$ cat config.mk
export PLATFORM = sky130hd
export DESIGN_NAME = alu_controller_mdu
export DESIGN_NICKNAME = d
export VERILOG_FILES = /design/src/rtl/alu_ctrl_pkg.sv /design/src/rtl/alu_controller_mdu_iter.sv /design/src/rtl/alu_controller_mdu.sv
export SDC_FILE = /design/constraint.sdc
export NUM_CORES = 1
export LEC_CHECK = 0
export BUFFER_PORTS_ARGS = -buffer_cell sky130_fd_sc_hd__buf_2
export CORE_UTILIZATION = 45
export DETAILED_ROUTE_END_ITERATION = 12
export GPL_TIMING_DRIVEN = 0
export PLACE_DENSITY = 0.7
export RECOVER_POWER = 50
export SLEW_MARGIN = 20
export SYNTH_ARGS = -nofsm -noshare
export SYNTH_HDL_FRONTEND = slang
export SYNTH_SLANG_ARGS = --single-unit
export TNS_END_PERCENT = 20
$ cat constraint.sdc
create_clock -name clk -period 3.52 [get_ports clk]
set_clock_uncertainty 0.1 [all_clocks]
set_input_delay 0.528 -clock clk [delete_from_list [all_inputs] [get_ports clk]]
set_output_delay 0.528 -clock clk [all_outputs]
set_load 0.03 [all_outputs]
$ cat src/rtl/alu_ctrl_pkg.sv
// rtl/alu_ctrl_pkg.sv - shared types and constants for the ALU control decoder and MDU sequencer
package alu_ctrl_pkg;

    typedef enum logic [1:0] {
        ALUOP_MEM    = 2'b00,
        ALUOP_BRANCH = 2'b01,
        ALUOP_ARITH  = 2'b10,
        ALUOP_JUMP   = 2'b11
    } aluop_e;

    typedef enum logic [3:0] {
        OP_AND  = 4'b0000,
        OP_OR   = 4'b0001,
        OP_ADD  = 4'b0010,
        OP_XOR  = 4'b0011,
        OP_SLL  = 4'b0100,
        OP_SRL  = 4'b0101,
        OP_SUB  = 4'b0110,
        OP_SRA  = 4'b0111,
        OP_BEQ  = 4'b1000,
        OP_BNE  = 4'b1001,
        OP_BGE  = 4'b1010,
        OP_BGEU = 4'b1011,
        OP_SLT  = 4'b1100,
        OP_JAL  = 4'b1101,
        OP_SLTU = 4'b1110
    } alu_op_e;

    typedef enum logic [2:0] {
        F3_MUL    = 3'b000,
        F3_MULH   = 3'b001,
        F3_MULHSU = 3'b010,
        F3_MULHU  = 3'b011,
        F3_DIV    = 3'b100,
        F3_DIVU   = 3'b101,
        F3_REM    = 3'b110,
        F3_REMU   = 3'b111
    } mdu_f3_e;

    typedef enum logic [1:0] {
        ST_IDLE = 2'b00,
        ST_BUSY = 2'b01,
        ST_DONE = 2'b10
    } mdu_state_e;

    localparam logic [6:0] FUNCT7_MEXT = 7'b0000001;
    localparam logic [6:0] FUNCT7_ALT  = 7'b0100000;

endpackage

$ cat src/rtl/alu_controller_mdu_iter.sv
// rtl/alu_controller_mdu_iter.sv - iterative shift-add multiplier / restoring divider datapath (divider under ALU_CTRL_MDU_DIV_EN)
module mdu_iter
    import alu_ctrl_pkg::*;
#(
    parameter int XLEN   = 32,
    parameter int UNROLL = 1
) (
    input  logic            clk,
    input  logic            reset_n,
    input  logic            load_i,
    input  logic            step_i,
    input  logic [2:0]      funct3_i,
    input  logic [XLEN-1:0] rs1_i,
    input  logic [XLEN-1:0] rs2_i,
    output logic            special_o,
    output logic            last_o,
    output logic [XLEN-1:0] result_o
);

    localparam int STEPS = XLEN / UNROLL;
    localparam int CNT_W = $clog2(STEPS + 1);

    logic [2:0]        f3_q;
    logic              neg_q;
    logic [2*XLEN-1:0] acc_q, acc_d;
    logic [XLEN-1:0]   mcand_q;
    logic [CNT_W-1:0]  cnt_q;
    logic              a_sgn, b_sgn, a_neg, b_neg, res_neg;
    logic [XLEN-1:0]   a_mag, b_mag, spec_val;
    logic [XLEN:0]     sum;
    logic [2*XLEN-1:0] prod;
    logic [XLEN-1:0]   mul_res;
`ifdef ALU_CTRL_MDU_DIV_EN
    logic              spec_q;
    logic [XLEN:0]     shifted, diff;
`endif

    // Remainder follows the dividend; products and quotients follow the XOR of signs.
    always_comb begin
        a_sgn   = funct3_i[2] ? !funct3_i[0] : (funct3_i[1:0] != 2'b11);
        b_sgn   = funct3_i[2] ? !funct3_i[0] : !funct3_i[1];
        a_neg   = a_sgn && rs1_i[XLEN-1];
        b_neg   = b_sgn && rs2_i[XLEN-1];
        a_mag   = a_neg ? (XLEN'(0) - rs1_i) : rs1_i;
        b_mag   = b_neg ? (XLEN'(0) - rs2_i) : rs2_i;
        res_neg = (funct3_i[2] && funct3_i[1]) ? a_neg : (a_neg ^ b_neg);
    end

`ifdef ALU_CTRL_MDU_DIV_EN
    assign special_o = funct3_i[2] && ((rs2_i == '0) ||
                       (!funct3_i[0] && rs1_i == {1'b1, {(XLEN-1){1'b0}}} && rs2_i == '1));
    assign spec_val  = (rs2_i == '0) ? (funct3_i[1] ? rs1_i : '1)
                                     : (funct3_i[1] ? '0 : rs1_i);
`else
    assign special_o = 1'b0;
    assign spec_val  = '0;
`endif

    always_comb begin
        acc_d = acc_q;
        sum   = '0;
`ifdef ALU_CTRL_MDU_DIV_EN
        shifted = '0;
        diff    = '0;
`endif
        for (int i = 0; i < UNROLL; i++) begin
`ifdef ALU_CTRL_MDU_DIV_EN
            if (f3_q[2]) begin
                shifted = {acc_d[2*XLEN-1:XLEN], acc_d[XLEN-1]};
                diff    = shifted - {1'b0, mcand_q};
                if (shifted >= {1'b0, mcand_q})
                    acc_d = {diff[XLEN-1:0], acc_d[XLEN-2:0], 1'b1};
                else
                    acc_d = {shifted[XLEN-1:0], acc_d[XLEN-2:0], 1'b0};
            end else
`endif
            begin
                sum   = {1'b0, acc_d[2*XLEN-1:XLEN]} + (acc_d[0] ? {1'b0, mcand_q} : '0);
                acc_d = {sum, acc_d[XLEN-1:1]};
            end
        end
    end

    always_ff @(posedge clk) begin
        if (!reset_n) begin
            f3_q    <= '0;
            neg_q   <= 1'b0;
            acc_q   <= '0;
            mcand_q <= '0;
            cnt_q   <= '0;
`ifdef ALU_CTRL_MDU_DIV_EN
            spec_q  <= 1'b0;
`endif
        end else if (load_i) begin
            f3_q    <= funct3_i;
            neg_q   <= res_neg;
            mcand_q <= b_mag;
            cnt_q   <= CNT_W'(STEPS);
            acc_q   <= special_o ? {{XLEN{1'b0}}, spec_val} : {{XLEN{1'b0}}, a_mag};
`ifdef ALU_CTRL_MDU_DIV_EN
            spec_q  <= special_o;
`endif
        end else if (step_i) begin
            acc_q <= acc_d;
            cnt_q <= cnt_q - CNT_W'(1);
        end
    end

    assign last_o  = (cnt_q == CNT_W'(1));
    assign prod    = neg_q ? ((2*XLEN)'(0) - acc_q) : acc_q;
    assign mul_res = (f3_q == 3'b000) ? prod[XLEN-1:0] : prod[2*XLEN-1:XLEN];

`ifdef ALU_CTRL_MDU_DIV_EN
    always_comb begin
        if (spec_q)
            result_o = acc_q[XLEN-1:0];
        else if (f3_q[2] && f3_q[1])
            result_o = neg_q ? (XLEN'(0) - acc_q[2*XLEN-1:XLEN]) : acc_q[2*XLEN-1:XLEN];
        else if (f3_q[2])
            result_o = neg_q ? (XLEN'(0) - acc_q[XLEN-1:0]) : acc_q[XLEN-1:0];
        else
            result_o = mul_res;
    end
`else
    assign result_o = mul_res;
`endif

endmodule

$ cat src/rtl/alu_controller_mdu.sv
// rtl/alu_controller_mdu.sv - RV32I ALU control decode plus RV32M sequencer; ALU_CTRL_MDU_DIV_EN enables divide
module alu_controller_mdu
    import alu_ctrl_pkg::*;
#(
    parameter int XLEN   = 32,
    parameter int OP_W   = 4,
    parameter int UNROLL = 1
) (
    input  logic            clk,
    input  logic            reset_n,
    input  logic [1:0]      ALUOp,
    input  logic [6:0]      Funct7,
    input  logic [2:0]      Funct3,
    input  logic            valid_i,
    input  logic            is_rtype_i,
    input  logic            flush_i,
    input  logic [XLEN-1:0] rs1_i,
    input  logic [XLEN-1:0] rs2_i,
    output logic [OP_W-1:0] Operation,
    output logic            mdu_sel_o,
    output logic            stall_o,
    output logic [XLEN-1:0] mdu_result_o,
    output logic            mdu_done_o,
    output logic            illegal_o
);

    mdu_state_e      state_q, state_d;
    alu_op_e         op;
    logic            m_op, accept, load, step, special, last;
    logic [XLEN-1:0] iter_result;

    assign m_op = is_rtype_i && (ALUOp == ALUOP_ARITH) && (Funct7 == FUNCT7_MEXT);

`ifdef ALU_CTRL_MDU_DIV_EN
    assign illegal_o = 1'b0;
`else
    assign illegal_o = m_op && Funct3[2];
`endif

    always_comb begin
        op = OP_ADD;
        case (aluop_e'(ALUOp))
            ALUOP_MEM:  op = OP_ADD;
            ALUOP_JUMP: op = OP_JAL;
            ALUOP_BRANCH: begin
                case (Funct3)
                    3'b000:  op = OP_BEQ;
                    3'b001:  op = OP_BNE;
                    3'b100:  op = OP_SLT;
                    3'b101:  op = OP_BGE;
                    3'b110:  op = OP_SLTU;
                    3'b111:  op = OP_BGEU;
                    default: op = OP_ADD;
                endcase
            end
            default: begin
                if (!m_op) begin
                    case (Funct3)
                        3'b000:  op = (Funct7 == FUNCT7_ALT && is_rtype_i) ? OP_SUB : OP_ADD;
                        3'b001:  op = OP_SLL;
                        3'b010:  op = OP_SLT;
                        3'b011:  op = OP_SLTU;
                        3'b100:  op = OP_XOR;
                        3'b101:  op = (Funct7 == FUNCT7_ALT) ? OP_SRA : OP_SRL;
                        3'b110:  op = OP_OR;
                        default: op = OP_AND;
                    endcase
                end
            end
        endcase
    end

    assign Operation = OP_W'(op);
    assign mdu_sel_o = m_op;
    assign accept    = valid_i && m_op && !flush_i && !illegal_o;

    always_ff @(posedge clk) begin
        if (!reset_n)
            state_q <= ST_IDLE;
        else
            state_q <= state_d;
    end

    always_comb begin
        state_d = state_q;
        case (state_q)
            ST_IDLE: if (accept) state_d = special ? ST_DONE : ST_BUSY;
            ST_BUSY: begin
                if (flush_i)   state_d = ST_IDLE;
                else if (last) state_d = ST_DONE;
            end
            default: state_d = ST_IDLE;
        endcase
    end

    // The stalled instruction is still presented in DONE, so nothing is re-accepted there.
    always_comb begin
        load         = (state_q == ST_IDLE) && accept;
        step         = (state_q == ST_BUSY) && !flush_i;
        stall_o      = (load && reset_n) || (state_q == ST_BUSY);
        mdu_done_o   = (state_q == ST_DONE) && !flush_i;
        mdu_result_o = mdu_done_o ? iter_result : '0;
    end

    mdu_iter #(
        .XLEN   (XLEN),
        .UNROLL (UNROLL)
    ) u_iter (
        .clk       (clk),
        .reset_n   (reset_n),
        .load_i    (load),
        .step_i    (step),
        .funct3_i  (Funct3),
        .rs1_i     (rs1_i),
        .rs2_i     (rs2_i),
        .special_o (special),
        .last_o    (last),
        .result_o  (iter_result)
    );

endmodule
---- Yosys cells after proc, flatten, opt, wreduce, memory -nomap -nowiden ----
Cells that the tools add are included.
Widths: inputs -> output; s select.
word-level totals
  register bits after elaboration ......... 108
  input port bits ......................... 81
  output and inout port bits .............. 40
  logic and storage cells ................. 82
cells by class
  $add $sub $neg .......................... 5
  bitwise operators ....................... 2
  equality and inequality tests ........... 18
  reductions and logical operators ........ 26
  muxes and demuxes ....................... 23
operator list
  kind                   count
  $mux 32                7
  $mux 64                1
  $sub 1x32->32 const A  2
  $sub 1x64->64 const A  1
  $add 32x32->33         1
  $pmux 4 s7             1
  $pmux 4 s6             1
  $logic_and 1x1->1      14
  $eq 3x3->1 const B     4
  $mux 6                 2
  $pmux 4 s3             1
  $mux 2                 4
  $eq 7x1->1 const B     1
  $eq 7x6->1 const B     1
  $eq 2x2->1 const B     3
  $eq 3x2->1 const B     2
  $eq 6x1->1 const B     1
  $logic_not 3->1        2
  $sub 6x1->6 const B    1
  $eq 2x1->1 const B     2
  $logic_not 1->1        4
  $logic_not 2->1        2
  $mux 4                 1
  $ne 2x2->1 const B     2
  other kinds (11)       13

---- Longest topological paths before layout ----
  depth after elaboration ................. 9
  mapped depth ............................ 13

---- Hierarchy ----
Synthesis repeated with hierarchy kept, for this count alone.
second synthesis, totals
  cells, all modules ...................... 1362
  area total of the unflattened synthesis .. 9877.0 um^2
by module, submodules not included
  module              times used  cells each  area an instance (um^2)
  mdu_iter            1           1274        9301.4
  alu_controller_mdu  1           88          575.6

---- Least setup slack after synthesis ----
No wires, ideal clock.
  path kind ............................... flip-flop to output port
  start point ............................. register u_iter.acc_q[28]
  end point ............................... output port mdu_result_o[17]
  required time ........................... 2892 ps
  path buffers ............................ 2
  cell stages (with the launch flop) ...... 10
  data arrival time ....................... 3745 ps
  setup slack ............................. -853 ps
  path through ............................ dfxtp_1 > buf_2 > or4_4 > nor4_4 > nand3b_1 > or4_1 > buf_2 > nand3_1 > o21ai_1 > a2111oi_0
on the way
  longest elaborated chain between the ends .. 4
ends and longest elaborated chain
  what                    RTL line                        text
  start, declared         alu_controller_mdu_iter.sv:25   logic [2*XLEN-1:0] acc_q, acc_d;
  start signal, assigned  alu_controller_mdu_iter.sv:99   acc_q <= special_o ? {{XLEN{1'b0}}, spec_val} : {{XLEN{1'b0}}, a_mag};
  $sub 1x64->64           alu_controller_mdu_iter.sv:110  assign prod = neg_q ? ((2*XLEN)'(0) - acc_q) : acc_q;
  $mux 64                 alu_controller_mdu_iter.sv:110
  $mux 32                 alu_controller_mdu_iter.sv:111  assign mul_res = (f3_q == 3'b000) ? prod[XLEN-1:0] : prod[2*XLEN-1:XLEN];
  $mux 32                 alu_controller_mdu.sv:102       mdu_result_o = mdu_done_o ? iter_result : '0;
  end, declared           alu_controller_mdu.sv:22        output logic [XLEN-1:0] mdu_result_o,
Every way passes these cells.

---- Final worst setup path ----
  start point ............................. register u_iter.acc_q[28]
  end point ............................... output port mdu_result_o[31]
The elaborated chain is that of the path after synthesis.

==> reports/metrics.cfg <==
[timing]
finalHoldViolCount=0
slew_viol_final=0
post-route-min-period_ns=4.02
finalCritPeriodShare=1.14
setup_slack_ns=-0.498
fmax_mhz=249
max_slew_margin=0.439
tightest_slew_ns=0.841
setup_viol=29
grt_setup_unrepaired=yes

[cts]
clkTransAtPathRegs_ns=0.08
cts_tree=built
root_buffer=clkbuf_16
cts_max_path_buffers=2
insertion_delay_ns=0.37
numCtsBuffers=9
cts.htree.levels=3
ctsHoldBuffers=0
clock_sinks=108

[logic_synthesis]
synth_fp_nets=1454
synth_largest_area_cell=dfxtp_1
avgSynthCellArea_um2=7.14
yosys-top-cells-area=dfxtp_1, nand2_1, xor2_1, a21oi_1, xnor2_1
yosysWarnings=0
synth-edff-count=0
synth_seq_area_share=0.227
ys_async_sr_fraction=0
netlist_area_um2=9540
synth_top_area_frac=0.227
ys_ff_latch=108
synth_cells=1335
ys_types=67
synthFlopType=dfxtp_1

[die]
fp.dieArea_um2=21800
coreArea_um2=20500
start_util=0.465
rows=52
fp.dieH_um=148
chipWidth_um=148
ioPinCount=121

[finish]
final_cell_mix=nand2_1, a21oi_1, dfxtp_1
register_area_um2=2190
drive_gt1_frac=0.156
nNetsFinal=1604
final_common_cell=nand2_1
diodes=0
area_delta_synth_final_pct=19.5
stdcell_area_um2=11400
num-fill-cells=1965
multiInputGateArea_um2=7240

[drt]
wl_per_cell_um=19.5
viasPerCell=6.09
vias=10700
wl_um=34200
drc=0
final_antenna_net_count=0
dr.pass1.iters=6
drtIter0Drc=1129

[grt]
track_usage=0.308
grt_max_degree=20
grt_pass1_vias=9592
grt_pass1_wl_um=52600
grt_remaining_overflow=0
antenna_found_initial=1

[power_and_ir_drop]
clkPwrFrac=0.428
power.density_nw_per_um2=227
power_frac_comb=0.102
power_w=0.00259
peakVddDrop_mv=0.190
leakage_nw=5.04
p_sw_w=0.000685
seq_power_share=0.470
p_int_w=0.00190
p_sw_frac=0.265

[critical_path]
r2r-start=u_iter.acc_q[0]
critPathArrivalTime_ns=3.39
cp.required_ns=2.89
worstReg2RegEnd=u_iter.acc_q[62]
crit_fanout=5
worstSetupPathType=flop to primary output
reg2reg_slack_ns=0.05
startpoint=u_iter.acc_q[28]
start_kind=flop
r2r_cells=12
crit_end=mdu_result_o[31]
critPathCaptureType=primary output

[placed_design]
placed_cell_area_um2=10500
port_buffers=116
dp_hpwl_um=26000
place_congestion=0.953

[worst_hold_path]
hold_path.class=flop to flop
worstHoldPathCells=2

[outcome]
failed_checks=setup timing
status=finished, violations left

[flow_run]
drv_cap=0

==> area by class of cell <==
class	count	share of cell area
buffer	89	0.0313
sequential	108	0.192
timing repair buffer	144	0.0763
inverter	22	0.00725
clock inverter	6	0.00725
tap	270	0.0296
multi-input combinational	1111	0.635
clock buffer	10	0.0210
==> worst min path at each step <==
stage	start	endpoint
after global routing	rs2_i[27]	u_iter.mcand_q[27]
after global placement	u_iter.mcand_q[31]	u_iter.mcand_q[31]
after CTS	Funct3[0]	u_iter.f3_q[0]
final	u_iter.mcand_q[31]	u_iter.mcand_q[31]
after floorplan	u_iter.mcand_q[31]	u_iter.mcand_q[31]
after detailed placement	u_iter.mcand_q[31]	u_iter.mcand_q[31]
==> per-stage QoR <==
step | setup slack [ns] | hold WS, ns | util | cells | TNS (ns)
floorplan | -0.245 | 0.336 | - | 1335 | -0.571
global placement | -0.687 | 0.348 | 0.511 | 1721 | -5.50
detailed placement | -0.649 | 0.366 | 0.511 | 1721 | -6.07
CTS | -0.480 | 0.367 | 0.547 | 1754 | -6.60
global route | -0.557 | 0.395 | 0.556 | 1760 | -10.51
finish | -0.498 | 0.374 | 0.556 | 1760 | -7.70
==> repair_timing <==
item	in CTS	in global routing
gates resized for setup	73	39
gates cloned	1	0
endpoints found under the setup margin	38	41
buffers inserted	19	8
pin swaps	30	14
==> worst max-delay path, stage by stage, from the launching register on <==
cell and delay [ns]:
dfxtp_4 0.36, or4_4 0.55, nor4_4 0.21, nand3b_1 0.26
or4_4 0.63, buf_8 0.18, nor3_4 0.12, nor4b_1 0.07
nor3b_1 0.32, nor2_1 0.12, buf_4 0.21
==> cells in the mapped netlist, drive strengths merged, types with 14 or more instances <==
cell	n
nand2	220
dfxtp	108
a21oi	102
o21ai	96
clkbuf	85
nand3	74
nor2	61
xor2	60
xnor2	55
and2	41
nor3	41
ha	37
o211a	34
o31ai	28
or3	24
or4	24
and3	22
inv	22
nor4	18
a31oi	17
o41ai	17
a211oi	14
==> logic make-up after synthesis <==
kind of cell | synth area share
compound gates | 0.257
xor+xnor | 0.106
fa+ha+maj | 0.0506
buf+inv | 0.0476
flops | 0.227
mux | 0.00630
simple gates | 0.306
==> power by group through the flow <==
| stage | sequential (W) | clock (W) | combinational (W) |
|---|---|---|---|
| 2_1_floorplan | 0.00125 | 0 | 0.000147 |
| 3_3_place_gp | 0.00125 | 0 | 0.000257 |
| 3_5_place_dp | 0.00125 | 0 | 0.000261 |
| 4_1_cts | 0.00122 | 0.00112 | 0.000264 |
| 5_1_grt | 0.00122 | 0.00116 | 0.000292 |
| 6_report | 0.00122 | 0.00111 | 0.000265 |
==> registers in the layout, indices dropped and copies added, names as in the netlist <==
name / count
u_iter.acc_q: 64
u_iter.neg_q: 1
u_iter.mcand_q: 32
state_q: 2
u_iter.f3_q: 3
u_iter.cnt_q: 6
==> layer usage <==
metal,vias to the layer above,GRT usage,wire length [um]
li1,5146,-,-
met1,5026,0.439,15600
met2,476,0.461,14600
met3,62,0.0525,2850
met4,2,0.118,1130
met5,-,0,13
(Power assumes the default switching activity.)
